[src/rtl/pwm_demod.sv]
// pwm_demod: recovers a WIDTH-bit sample from a PWM stream by counting the
// high cycles inside each PERIOD-cycle frame. It locks onto frame phase
// after LOCK_WINDOWS clean frames and emits one sample per frame with a
// valid/ready handshake. Newer samples overwrite older unconsumed ones.
// Optional build macro PWM_DEMOD_GLITCH_FILTER_EN removes single-cycle
// pulses from the synced input.
module pwm_demod #(
    parameter int WIDTH        = 8,
    parameter int PERIOD       = 256,
    parameter int SYNC_STAGES  = 2,
    parameter int LOCK_WINDOWS = 2
) (
    input  logic             clk,
    input  logic             reset,
    input  logic             en,
    input  logic             pwm_i,
    output logic [WIDTH-1:0] sample_o,
    output logic             sample_valid_o,
    input  logic             sample_ready_i,
    output logic             locked_o,
    output logic             overrun_o
);

    localparam int CW = $clog2(LOCK_WINDOWS + 1);

    typedef enum logic [1:0] {SEEK, TRACK, LOCKED} state_t;

    state_t                 r_state;
    state_t                 w_state_next;
    logic [SYNC_STAGES-1:0] r_sync;
    logic                   w_pwm;
    logic                   r_pwm_d1;
    logic                   w_rise;
    logic [WIDTH-1:0]       r_win_cnt;
    logic [WIDTH:0]         r_high_cnt;
    logic [CW-1:0]          r_clean_cnt;
    logic                   w_win_end;
    logic                   w_phase_err;
    logic [WIDTH:0]         w_sum;
    logic [WIDTH-1:0]       w_result;
    logic                   w_emit;
    logic [WIDTH-1:0]       r_sample;
    logic                   r_valid;
    logic                   r_overrun;

    // Input synchronizer chain; the last stage is the synced level
    always_ff @(posedge clk) begin
        if (reset) r_sync <= '0;
        else       r_sync <= {r_sync[SYNC_STAGES-2:0], pwm_i};
    end

`ifdef PWM_DEMOD_GLITCH_FILTER_EN
    logic r_filt;

    // Filter output follows the synced level only once two consecutive synced
    // samples agree; using the next-to-last stage keeps the delay at one cycle
    always_ff @(posedge clk) begin
        if (reset)
            r_filt <= 1'b0;
        else if (r_sync[SYNC_STAGES-2] == r_sync[SYNC_STAGES-1])
            r_filt <= r_sync[SYNC_STAGES-2];
    end

    assign w_pwm = r_filt;
`else
    assign w_pwm = r_sync[SYNC_STAGES-1];
`endif

    // Delayed copy of the working level for rising-edge detection
    always_ff @(posedge clk) begin
        if (reset) r_pwm_d1 <= 1'b0;
        else       r_pwm_d1 <= w_pwm;
    end

    assign w_rise      = w_pwm & ~r_pwm_d1;
    assign w_win_end   = (r_win_cnt == WIDTH'(PERIOD - 1));
    assign w_phase_err = w_rise && (r_win_cnt != '0) && (r_state != SEEK);
    assign w_sum       = r_high_cnt + (WIDTH + 1)'(w_pwm);
    assign w_result    = w_sum[WIDTH] ? '1 : w_sum[WIDTH-1:0];
    assign w_emit      = (r_state == LOCKED) && w_win_end && !w_phase_err;

    // FSM state register
    always_ff @(posedge clk) begin
        if (reset) r_state <= SEEK;
        else       r_state <= w_state_next;
    end

    // FSM next-state logic; disable always returns to SEEK
    always_comb begin
        w_state_next = r_state;
        case (r_state)
            SEEK:    if (w_rise) w_state_next = TRACK;
            TRACK:   if (!w_phase_err && w_win_end &&
                         (r_clean_cnt == CW'(LOCK_WINDOWS - 1)))
                         w_state_next = LOCKED;
            LOCKED:  if (w_phase_err) w_state_next = TRACK;
            default: w_state_next = SEEK;
        endcase
        if (!en) w_state_next = SEEK;
    end

    // FSM outputs
    always_comb begin
        locked_o = (r_state == LOCKED);
    end

    // Frame window, high-time and clean-frame counters
    always_ff @(posedge clk) begin
        if (reset || !en) begin
            r_win_cnt   <= '0;
            r_high_cnt  <= '0;
            r_clean_cnt <= '0;
        end else if (r_state == SEEK) begin
            if (w_rise) begin
                r_win_cnt   <= WIDTH'(1);
                r_high_cnt  <= (WIDTH + 1)'(1);
                r_clean_cnt <= '0;
            end
        end else if (w_phase_err) begin
            r_win_cnt   <= WIDTH'(1);
            r_high_cnt  <= (WIDTH + 1)'(1);
            r_clean_cnt <= '0;
        end else if (w_win_end) begin
            r_win_cnt  <= '0;
            r_high_cnt <= '0;
            if (r_state == TRACK) r_clean_cnt <= r_clean_cnt + CW'(1);
        end else begin
            r_win_cnt  <= r_win_cnt + WIDTH'(1);
            r_high_cnt <= w_sum;
        end
    end

    // Output sample register and handshake; disable keeps the last sample
    always_ff @(posedge clk) begin
        if (reset) begin
            r_sample  <= '0;
            r_valid   <= 1'b0;
            r_overrun <= 1'b0;
        end else if (!en) begin
            r_valid   <= 1'b0;
            r_overrun <= 1'b0;
        end else begin
            r_overrun <= 1'b0;
            if (w_emit) begin
                r_sample  <= w_result;
                r_valid   <= 1'b1;
                r_overrun <= r_valid & ~sample_ready_i;
            end else if (r_valid && sample_ready_i) begin
                r_valid <= 1'b0;
            end
        end
    end

    assign sample_o       = r_sample;
    assign sample_valid_o = r_valid;
    assign overrun_o      = r_overrun;

endmodule

[config.mk]
export PLATFORM = sky130hd
export DESIGN_NAME = pwm_demod
export DESIGN_NICKNAME = d
export VERILOG_FILES = /design/src/rtl/pwm_demod.sv
export SDC_FILE = /design/constraint.sdc
export NUM_CORES = 1
export LEC_CHECK = 0
export ABC_CLOCK_PERIOD_IN_PS = 5000
export BUFFER_PORTS_ARGS = -buffer_cell sky130_fd_sc_hd__buf_2
export CAP_MARGIN = 20
export CELL_PAD_IN_SITES_DETAIL_PLACEMENT = 0
export CELL_PAD_IN_SITES_GLOBAL_PLACEMENT = 1
export CORE_ASPECT_RATIO = 1.1
export CORE_MARGIN = 8
export CORE_UTILIZATION = 40
export CTS_BUF_LIST = sky130_fd_sc_hd__clkbuf_8 sky130_fd_sc_hd__clkbuf_16
export CTS_CLUSTER_SIZE = 30
export DETAILED_ROUTE_END_ITERATION = 8
export PLACE_DENSITY = 0.7
export SLEW_MARGIN = 15
export SYNTH_ARGS = -nofsm -noshare
export SYNTH_HDL_FRONTEND = slang
export SYNTH_SLANG_ARGS = --single-unit
[constraint.sdc]
create_clock -name clk -period 5 [get_ports clk]
set_input_delay 1 -clock clk [delete_from_list [all_inputs] [get_ports clk]]
set_output_delay 1 -clock clk [all_outputs]
set_load 0.01 [all_outputs]
# After elaboration in Yosys (flattened, before gate mapping)
# Index checks and enable logic that the tools add are counted.
# op_classes
addsub	3
n_eq_ne	7
mux	20
n_bitwise	6
reduce_logical	21
# ops
operator	n
two-way mux 8 bit	5
two-way mux 9 bit	4
two-way mux 2 bit	8
adder 9 x 1 -> 9 bit	1
adder 8 x 1 -> 8 bit (second input constant)	1
== test 8 bit (second input constant)	1
nonzero test 8 bit	1
logical AND 1 bit	7
one-hot mux 2 bit (3 select lines)	1
AND reduction 3 bit	2
nonzero test 3 bit	2
== test 2 x 1 -> 1 bit (second input constant)	2
inequality test 2 bit (second input constant)	2
inverter 1 bit	4
nonzero test 2 bit	2
OR reduction 3 bit	1
adder 2 x 1 -> 2 bit (second input constant)	1
AND 1 bit	2
== test 2 bit (second input constant)	1
logical NOT 1 bit	2
logical NOT 2 bit	1
two-way mux 1 bit	2
inequality test 2 x 1 -> 1 bit (second input constant)	1
AND reduction 2 bit	1
2 further kinds	2
# word_totals
ff_bits	34
wordCells	66

# Longest topological paths before layout
# Gate-level depths: netlist of run 1.
# depth
depth_word	9
mapped_depth	8

# Least setup slack after synthesis of run 1
# No wires, ideal clock.
# synth_path
path_kind	register -> register
from	register r_win_cnt[0]
to	register r_clean_cnt[1]
arrival_ns	2.054
required_time_ns	4.929
slack_ns	2.875
stages_incl_launch_ff	8
n_path_buf	0
path_cell_list	dfxtp_1 inv_1 ha_1 or4b_4 o41ai_4 nand2_2 or4_1 a21oi_1
# synth_between
elab_chain_len	5
# synth_lines
element	line	source
from (decl)	34	logic [WIDTH-1:0] r_win_cnt;
from (signal assigned)	128	r_win_cnt <= r_win_cnt + WIDTH'(1);
nonzero test 8 bit	77	assign w_phase_err = w_rise && (r_win_cnt != '0) && (r_state != SEEK);
logical AND 1 bit (2 in series)	77	
nonzero test 3 bit (no line) or two-way mux 2 bit (tied branches)	n/a	
AND reduction 3 bit (no line) or two-way mux 2 bit (tied branches)	n/a	
to (signal assigned)	126	if (r_state == TRACK) r_clean_cnt <= r_clean_cnt + CW'(1);
to (decl)	36	logic [CW-1:0] r_clean_cnt;
# Parallel ways exist; a longest one is shown, timed or not.
# A chain may end at the register's enable or synchronous reset.

# Worst setup path in the final report of run 1
# layout_path
from	register r_win_cnt[0]
to	register r_high_cnt[2]
# layout_between
elab_chain_len	5
# layout_lines
element	line	source
nonzero test 8 bit	77	
logical AND 1 bit (2 in series)	77	
two-way mux 9 bit (*)	119	end else if (w_phase_err) begin
two-way mux 9 bit (*)	113	end else if (r_state == SEEK) begin
to (signal assigned)	116	r_high_cnt <= (WIDTH + 1)'(1);
to (signal assigned)	121	r_high_cnt <= (WIDTH + 1)'(1);
to (signal assigned)	129	r_high_cnt <= w_sum;
to (decl)	35	logic [WIDTH:0] r_high_cnt;
# Mark *: on every way between the ends. The rest lies on a longest branch, timed or not.

==> results of run 1 <==
power groups by stage:
stage | combinational (mW) | clock, mW | sequential (mW)
final | 0.0184 | 0.260 | 0.273
after CTS | 0.0185 | 0.266 | 0.273
after floorplan | 0.0132 | 0 | 0.279
after detailed placement | 0.0185 | 0 | 0.280
after global routing | 0.0208 | 0.277 | 0.274
after global placement | 0.0185 | 0 | 0.280
routing by layer:
layer | global-route usage, % | vias to the layer above
met3 | 3.879 | 10
met4 | 6.014 | 0
met1 | 15.15 | 724
met2 | 20.76 | 23
li1 | - | 756
met5 | 0 | -
worst max-delay path: cells and delay by family (launching register included):
family / cells / cell delay, ns
AND/OR/NAND/NOR: 3 / 1.39
AO/OA/AOI/OAI: 2 / 0.59
flip-flops: 1 / 0.35
adder cells (fa/ha/maj): 1 / 0.13
buffers and inverters: 1 / 0.07
area by class of cell:
cell class	instances	area [µm²]
timing repair buffer	15	75.07
inverter	4	15.01
clock inverter	1	30.03
sequential	34	680.7
tap	52	65.06
fill	390	2097
multi-input combinational	154	948.4
clock buffer	6	82.58
path summary, 6_finish.rpt:
path | end | from | depth (start not counted) | slack (ns)
min reg2reg | r_sync[1] | r_sync[0] | 1 | 0.45
min | r_sync[1] | r_sync[0] | 1 | 0.45
max reg2reg | r_high_cnt[2] | r_win_cnt[0] | 7 | 2.37
max | r_high_cnt[2] | r_win_cnt[0] | 7 | 2.37
through the flow:
stage	utilization, %	power [mW]	area (µm²)	setup WS (ns)
2_1_floorplan	-	0.2926	1679	2.875
3_3_place_gp	44.67	0.2981	1784	2.518
3_5_place_dp	44.67	0.2982	1784	2.425
4_1_cts	47.49	0.5576	1897	2.397
5_1_grt	47.49	0.5712	1897	2.222
6_report	47.49	0.5524	1897	2.369
cell families (layout without fill, tap and decap cells):
group / count (synthesis) / in the layout / synth area share [%]
and+or+nand+nor: 96 / 96 / 30.40
AOI/OAI and AO/OA: 47 / 47 / 19.08
buffers and inverters: 13 / 26 / 2.980
muxes: 1 / 1 / 0.6706
adders and majority gates: 5 / 5 / 3.726
DFF: 34 / 34 / 40.54
xor gates and xnor gates: 5 / 5 / 2.609
state kept, by name, indices dropped and copies added, names as in the netlist:
signal and cells:
overrun_o 1, r_win_cnt 8, r_high_cnt 9, sample_valid_o 1
sample_o 8, r_state 2, r_sync 2, r_clean_cnt 2
r_pwm_d1 1
placed cells by master (no fill, tap or decap), types with 2 or more instances in the layout:
cell	instances
a211oi_1	6
a21oi_1	14
a22oi_1	3
a31oi_1	3
and3_1	4
buf_2	15
clkbuf_8	6
dfxtp_1	34
ha_1	5
inv_1	4
nand2_1	10
nand2b_1	7
nand3_1	15
nand3b_1	4
nand4_1	4
nand4b_1	2
nor2_1	27
nor2b_1	7
nor3_1	4
o21ai_0	6
o21ai_1	5
or3_1	2
or4_1	3
xnor2_1	3
xor2_1	2
synthesized netlist by cell type (4+ instances only):
| master | instances | area [µm²] |
|---|---|---|
| a211oi_1 | 6 | 45.04 |
| a21oi_1 | 14 | 70.07 |
| and3_1 | 4 | 25.02 |
| clkbuf_1 | 8 | 30.03 |
| dfxtp_1 | 34 | 680.7 |
| ha_1 | 5 | 62.56 |
| inv_1 | 4 | 15.01 |
| nand2_1 | 10 | 37.54 |
| nand2b_1 | 7 | 43.79 |
| nand3_1 | 15 | 75.07 |
| nand3b_1 | 4 | 30.03 |
| nand4_1 | 4 | 25.02 |
| nor2_1 | 27 | 101.4 |
| nor2b_1 | 7 | 43.79 |
| nor3_1 | 4 | 20.02 |
| o21ai_0 | 6 | 30.03 |
| o21ai_1 | 5 | 25.02 |
==> flow_summary_export.csv, run 1 <==
group,metric,value,unit
synth,syn-cell-area,1679,µm²
worst_hold_path,min_path_type,"reg2reg",
cts,cts.htree.levels,2,
route,routed_wirelength,4020,µm
critical_path,cp-end-kind,"register",
cts,clk_latency,0.29,ns
cts,postCtsSetupBuffers,0,
cts,path_clk_slew,0.07,ns
finish,finalNonFillerCells,266,
route,vias,1513,
route,drt-met1-wl,1876,µm
critical_path,crit_chain,"inv_1, ha_1, or4b_4, o41a_1, nor2_1, nand3b_1, a31oi_1",
power,vdd_drop_max,0.1669,mV
cts,clock-sinks,34,
cts,cts-hold-fix-buffers,0,
timing,slew_headroom,33.07,%
finish,n_antenna_cell,0,
global_routing,grt_pass1_vias,1464,
timing,skew,0.008367,ns
status,status,"finished clean",
route,post_drt_wl_per_cell,15.11,µm
power,powerDensity,291.2,nW/µm²
floorplanning,die_y,83.96,µm
finish,num-nets-final,224,
synth,ys.flop_type,"dfxtp_1",
timing,hold_violations,0,
route,drc_errors,0,
critical_path,max_stage_delay,0.77,ns
floorplanning,core.rowCount,24,
floorplanning,fp.dieW,77.78,µm
placed_design,dpl.hpwl,2868,µm
run,drv_cap,0,
global_routing,grtUsageTotal,12.90,%
global_routing,grt_max_degree,17,
placed_design,routabilityCongestion,0.8020,
power,clkPwrFrac,47.2,%
synth,ys_ff_latch,34,
timing,finalSetupViolCount,0,
synth,ys.warnings.count,0,
timing,rsz0062_at_grt,"no",
floorplanning,start_util,42.04,%
cts,numCtsBuffers,5,
critical_path,crit_type,"reg2reg",
timing,setup_tns,0,ns
synth,synth.avg_cell_area,8.354,µm²
cts,tritoncts,"done",
route,wl_met2,1915,µm
global_routing,antenna_found_initial,0,
timing,slew_viol_final,0,
synth,synth_seq_area_share,40.54,%
floorplanning,ios,16,
global_routing,grt_pass1_wl,6906,µm
route,drt_iter0_drc,75,
synth,synth_nets,211,
timing,tightest_slew,1.000,ns
power,p_int,0.4373,mW
route,dr.pass1.iters,4,
cts,cts_resized,0,
route,viasPerCell,5.688,
floorplanning,core_area,3994,µm²
power,power.switching,0.1150,mW
route,met3_length,119,µm
global_routing,grt_overflow,0,
critical_path,cp_slowest_cell,"nor2_1",
placed_design,dp.cells,259,
synth,syn_inst,201,
timing,fmax,380.1,MHz
finish,syn_to_final_growth,12.97,%
timing,timing.final.crit_share,52.62,%
critical_path,critical_path.max_fanout,14,
critical_path,worstSetupStartpointType,"register",
timing,fin_crit,2.631,ns
synth,synth_edf_count,0,
cts,clk_path_buf_depth,2,
placed_design,portBuffers,15,
power,seqPwrFrac,49.5,%
route,maxUsedRoutingLayer,"met4",
synth,synthArstFlopShare,0,%
critical_path,critical_path_required,5.19,ns
critical_path,cp_data_arrival_time,2.83,ns
timing,hold_slack,0.4503,ns
cts,cts_root_buf,"clkbuf_8",
finish,drive_gt1_share,12.62,%
power,combPwrFrac,3.3,%
route,ant_nets,0,
power,switching_share,20.82,%
synth,synth_cell_types,43,
power,leakage,0.6901,nW
floorplanning,design.die.area,6530,µm²
Note: power is estimated with default switching activity, not from simulation.
==> run 2, diff against run 1 <==
--- a/config.mk
+++ b/config.mk
@@ -5,7 +5,7 @@
 export SDC_FILE = /design/constraint.sdc
 export NUM_CORES = 1
 export LEC_CHECK = 0
-export ABC_CLOCK_PERIOD_IN_PS = 5000
+export ABC_CLOCK_PERIOD_IN_PS = 2500
 export BUFFER_PORTS_ARGS = -buffer_cell sky130_fd_sc_hd__buf_2
 export CAP_MARGIN = 20
 export CELL_PAD_IN_SITES_DETAIL_PLACEMENT = 0
==> constraint.sdc (replaced) <==
create_clock -name clk -period 2.5 [get_ports clk]
set_input_delay 0.5 -clock clk [delete_from_list [all_inputs] [get_ports clk]]
set_output_delay 0.5 -clock clk [all_outputs]
set_load 0.01 [all_outputs]
==> run 2 against run 1 <==
Flip-flop and latch count stayed put. Sequential share of layout area down 0.51 points. Die area unchanged. Register-to-register slack lost 2.0 ns. First-iteration DRC count increased by 110%. Final area is 1.5% higher. Utilization increased by 0.69 points. Worst hold slack worse by 0.020 ns.
==> flow_summary_export.csv, run 2 (synthesized netlist as in run 1, its figures left out) <==
group,metric,value,unit
status,status,"finished clean",
floorplanning,ios,16,
critical_path,critical_path_required,2.72,ns
finish,drive_gt1_share,15.38,%
cts,path_clk_slew,0.07,ns
finish,largest_reg_flops,9,
cts,cts.htree.levels,2,
timing,tightest_slew,0.5084,ns
critical_path,crit_buf_inv,1,
floorplanning,design.die.area,6530,µm²
finish,num-nets-final,230,
route,post_drt_wl_per_cell,15.96,µm
timing,slew_headroom,66.11,%
cts,clock-sinks,34,
finish,largest_register,"r_high_cnt",
route,routed_wirelength,4358,µm
global_routing,grt_pass1_vias,1423,
timing,slew_viol_final,0,
critical_path,max_stage_delay,0.48,ns
route,viasPerCell,5.766,
finish,n_antenna_cell,0,
cts,postCtsSetupBuffers,0,
cts,numCtsBuffers,5,
floorplanning,fp.dieW,77.78,µm
critical_path,critical_path.max_fanout,5,
placed_design,portBuffers,15,
floorplanning,start_util,42.04,%
worst_hold_path,holdPathStages,2,
power,powerDensity,531.5,nW/µm²
global_routing,grt_max_degree,17,
critical_path,r2r_start,"r_win_cnt[0]",
critical_path,cp_slowest_cell,"or4b_4",
critical_path,r2r_setup_slack,0.35,ns
critical_path,crit_type,"reg2reg",
timing,setup_tns,0,ns
finish,fill_cells,404,
timing,fmax,465.0,MHz
critical_path,worst_r2r_endpoint,"r_clean_cnt[1]",
finish,postLayoutCellArea,1924,µm²
critical_path,worstSetupStartpointType,"register",
finish,syn_to_final_growth,14.61,%
critical_path,cp-end-kind,"register",
global_routing,grt_pass1_wl,7044,µm
worst_hold_path,min_path_type,"in2reg",
floorplanning,core_area,3994,µm²
global_routing,antenna_found_initial,0,
route,drt_iter0_drc,160,
critical_path,reg2reg_depth,7,
placed_design,dpl.hpwl,3119,µm
route,ant_nets,0,
route,drc_errors,0,
run,drv_cap,0,
critical_path,cp_data_arrival_time,2.37,ns
placed_design,dp.cells,265,
timing,fin_crit,2.151,ns
floorplanning,core.rowCount,24,
route,vias,1574,
critical_path,critical-path-top-delay-family,"simple AND/OR/NAND/NOR gates",
placed_design,place_area,1829,µm²
critical_path,crit_chain,"inv_1, ha_1, or4b_4, o41ai_4, nand2_2, or4_1, a21oi_1",
cts,cts_resized,0,
cts,cts_root_buf,"clkbuf_8",
finish,finalNonFillerCells,273,
global_routing,grt_overflow,0,
power,leakage,0.7094,nW
finish,final_cell_mix,"dfxtp_1 (34), nor2_1 (27), nand3_1 (15), buf_2 (15), a21oi_1 (14)",
power,vdd_drop_max,0.2948,mV
critical_path,cp-startpoint,"r_win_cnt[0]",
placed_design,routabilityCongestion,0.9028,
global_routing,grtUsageTotal,13.29,%
floorplanning,die_y,83.96,µm
worst_hold_path,hold_end,"r_sync[0]",
timing,finalSetupViolCount,0,
finish,seq_area,680.7,µm²
timing,hold_violations,0,
cts,tritoncts,"done",
timing,rsz0062_at_grt,"no",
cts,cts-hold-fix-buffers,0,
cts,clk_path_buf_depth,2,
finish,final_common_cell,"dfxtp_1",
timing,skew,0.002382,ns
route,dr.pass1.iters,4,
worst_hold_path,hp-start,"pwm_i",
cts,clk_latency,0.29,ns
timing,timing.final.crit_share,86.03,%
finish,multi_input_area,948.4,µm²
## run 2: cell types whose count changed in the layout (fill, tap and decap cells not counted), sizes merged
cell | previous run | this run
buf | 15 | 21
bufinv | 1 | 0
clkinv | 0 | 1
clkinvlp | 0 | 1
## run 2: routing by layer
metal / vias to the layer above / global-route usage, % / wire length, µm
li1: 765 / - / -
met1: 756 / 15.49 / 1882
met2: 46 / 22.21 / 2264
met3: 7 / 4.203 / 158
met4: 0 / 4.296 / 52
met5: - / 0 / 0
## run 2: through the flow
step                hold slack [ns]  utilization (%)  power [mW]  setup WS [ns]
finish                       0.4307            48.18       1.023         0.3493
global route                 0.4317            48.18       1.066         0.1826
CTS                          0.4089            48.18       1.039         0.3572
detailed placement           0.4521            45.80      0.6008         0.3806
global placement             0.4561            45.80      0.6007         0.4475
floorplan                    0.4138                -      0.5852         0.3752
## run 2: power by group
| group | switching (mW) | leakage (nW) | internal [mW] |
|---|---|---|---|
| logic | 0.0279 | 0.388 | 0.0139 |
| registers | 0.00238 | 0.274 | 0.544 |
| clock network | 0.213 | 0.0472 | 0.221 |
| total | 0.243 | 0.709 | 0.780 |
## run 2: worst max-delay path by stage
stage          cells past startpoint             end  slack (ns)
4_1_cts                            7  r_clean_cnt[1]        0.36
6_report                           7  r_clean_cnt[1]        0.35
3_5_place_dp                       7  r_clean_cnt[1]        0.38
2_1_floorplan                      7  r_clean_cnt[1]        0.38
3_3_place_gp                       7  r_clean_cnt[1]        0.45
5_1_grt                            7  r_clean_cnt[1]        0.18
## run 2: cell type report
type                       instances  area share [%]
clock inverter                     2          0.6502
clock buffer                       6           4.291
timing repair buffer              21           6.242
inverter                           4          0.7802
multi-input combinational        154           49.28
tap                               52           3.381
sequential                        34           35.37
## run 2: worst register-to-register path, cell delays in order (launching register included)
cell and delay, ns:
dfxtp_1 0.35, inv_1 0.07, ha_1 0.13, or4b_4 0.48, o41ai_4 0.29, nand2_2 0.13, or4_1 0.48, a21oi_1 0.15
==> run 3, diff against run 2 <==
--- a/config.mk
+++ b/config.mk
@@ -12,11 +12,12 @@
 export CELL_PAD_IN_SITES_GLOBAL_PLACEMENT = 1
 export CORE_ASPECT_RATIO = 1.1
 export CORE_MARGIN = 8
-export CORE_UTILIZATION = 40
+export CORE_UTILIZATION = 23
 export CTS_BUF_LIST = sky130_fd_sc_hd__clkbuf_8 sky130_fd_sc_hd__clkbuf_16
 export CTS_CLUSTER_SIZE = 30
 export DETAILED_ROUTE_END_ITERATION = 8
-export PLACE_DENSITY = 0.7
+export PLACE_DENSITY = 0.45
+export RECOVER_POWER = 100
 export SLEW_MARGIN = 15
 export SYNTH_ARGS = -nofsm -noshare
 export SYNTH_HDL_FRONTEND = slang
==> run 3 against run 2 <==
Final area is 3.9% higher. Clock power rose by 18%. Combinational power increased by 3%. Via count is 3.4% lower. Wire length up 6.0%. Global-route usage down 3.9 points. Worst hold slack worse by 0.0067 ns. Die area rose by 58%. Largest power group unchanged.
==> flow_summary_export.csv, run 3 (synthesized netlist as in run 1, its figures left out) <==
group,metric,value,unit
status,status,"finished clean",
cts,clk_path_buf_depth,2,
critical_path,cp_slowest_cell,"or4b_1",
finish,multi_input_area,942.2,µm²
finish,n_antenna_cell,0,
critical_path,crit_buf_inv,1,
timing,setup_tns,0,ns
power,leakage,0.6968,nW
route,viasPerCell,4.875,
critical_path,crit_chain,"inv_1, ha_1, or4b_1, o41ai_4, nand2_1, or4_1, a21oi_1",
finish,final_cell_mix,"dfxtp_1 (34), nor2_1 (27), nand3_1 (15)",
critical_path,critical-path-top-delay-family,"simple AND/OR/NAND/NOR gates",
route,post_drt_wl_per_cell,14.80,µm
placed_design,place_ws,0.4010,ns
route,dr.pass1.iters,4,
floorplanning,start_util,23.83,%
finish,final_common_cell,"dfxtp_1",
timing,hold_violations,0,
cts,postCtsSetupBuffers,0,
global_routing,grt_max_degree,17,
cts,clk_latency,0.29,ns
timing,tightest_slew,0.5680,ns
finish,num-nets-final,236,
critical_path,cp_data_arrival_time,2.40,ns
critical_path,cp-startpoint,"r_win_cnt[0]",
timing,skew,0.005732,ns
critical_path,path_depth,7,
critical_path,max_stage_delay,0.50,ns
timing,slew_viol_final,0,
timing,timing.final.crit_share,87.39,%
route,ant_nets,0,
floorplanning,die_y,105.6,µm
critical_path,cp-endpoint,"r_clean_cnt[1]",
route,routed_wirelength,4619,µm
cts,cts_root_buf,"clkbuf_8",
timing,fmax,457.7,MHz
worst_hold_path,min_path_type,"in2reg",
floorplanning,design.die.area,10290,µm²
finish,syn_to_final_growth,19.08,%
critical_path,reg2reg_depth,7,
finish,seq_area,680.7,µm²
placed_design,dpl.hpwl,3395,µm
global_routing,antenna_found_initial,0,
cts,numCtsBuffers,5,
cts,path_clk_slew,0.08,ns
placed_design,routabilityCongestion,0.7548,
timing,finalSetupViolCount,0,
finish,largest_register,"r_high_cnt",
global_routing,grtUsageTotal,9.377,%
timing,setup_slack,0.3152,ns
critical_path,critical_path.max_fanout,5,
worst_hold_path,hp-start,"pwm_i",
finish,fill_cells,788,
route,drc_errors,0,
critical_path,r2r_start,"r_win_cnt[0]",
cts,tritoncts,"done",
critical_path,crit_type,"reg2reg",
global_routing,grt_pass1_wl,8031,µm
timing,fin_crit,2.185,ns
run,drv_cap,0,
finish,finalNonFillerCells,312,
route,drt_iter0_drc,50,
cts,clock-sinks,34,
placed_design,portBuffers,15,
floorplanning,fp.dieW,97.47,µm
global_routing,grt_pass1_vias,1559,
power,powerDensity,550.1,nW/µm²
floorplanning,core_area,7047,µm²
timing,rsz0062_at_grt,"no",
critical_path,r2r_setup_slack,0.32,ns
global_routing,grt_overflow,0,
cts,cts_resized,0,
route,vias,1521,
floorplanning,ios,16,
placed_design,dp.cells,304,
finish,drive_gt1_share,11.01,%
cts,cts-hold-fix-buffers,0,
critical_path,worstSetupStartpointType,"register",
floorplanning,core.rowCount,32,
critical_path,cp-end-kind,"register",
power,vdd_drop_max,0.2000,mV
critical_path,critical_path_required,2.72,ns
timing,slew_headroom,62.14,%
finish,largest_reg_flops,9,
critical_path,worst_r2r_endpoint,"r_clean_cnt[1]",
cts,cts.htree.levels,2,
==> run 3: per-stage QoR <==
step                utilization (%)  hold WS (ns)  instance area [µm²]  total power, mW
detailed placement            27.18        0.4292                 1916           0.6046
floorplan                         -        0.4138                 1679           0.5852
finish                        28.37        0.4241                 1999            1.100
global placement              27.18        0.4213                 1916           0.6059
CTS                           28.73        0.4126                 2024            1.124
global route                  28.37        0.4545                 1999            1.154
==> run 3: worst min path at each step <==
stage                      to  depth (start not counted)
detailed placement  r_sync[1]                          1
finish              r_sync[0]                          2
CTS                 r_sync[0]                          2
global route        r_sync[0]                          2
floorplan           r_sync[1]                          1
global placement    r_sync[1]                          1
==> run 3: cell type report <==
type	count	area share, %
Multi-Input combinational cell	154	47.12
Clock buffer	5	3.442
Tap cell	85	5.319
Sequential cell	34	34.04
Inverter	4	0.7509
Clock inverter	3	2.003
Timing Repair Buffer	27	7.322
==> run 3: layer usage <==
metal  wire [µm]  share of wire, %  track usage, %
met5           0                 0               0
met3         139               3.0           2.090
met2        2096                45           15.34
met4          74               1.6           3.467
met1        2310                50           11.72
==> run 3: worst register-to-register path, stage by stage, from the launching register on <==
cell	delay, ns
dfxtp_1	0.35
inv_1	0.07
ha_1	0.13
or4b_1	0.50
o41ai_4	0.28
nand2_1	0.16
or4_1	0.48
a21oi_1	0.15
==> run 3: where the power goes <==
part	internal (mW)	switching (mW)	leakage, nW
Sequential	0.544	0.00252	0.274
Combinational	0.0148	0.0282	0.364
Clock	0.294	0.216	0.0579
Total	0.853	0.247	0.697
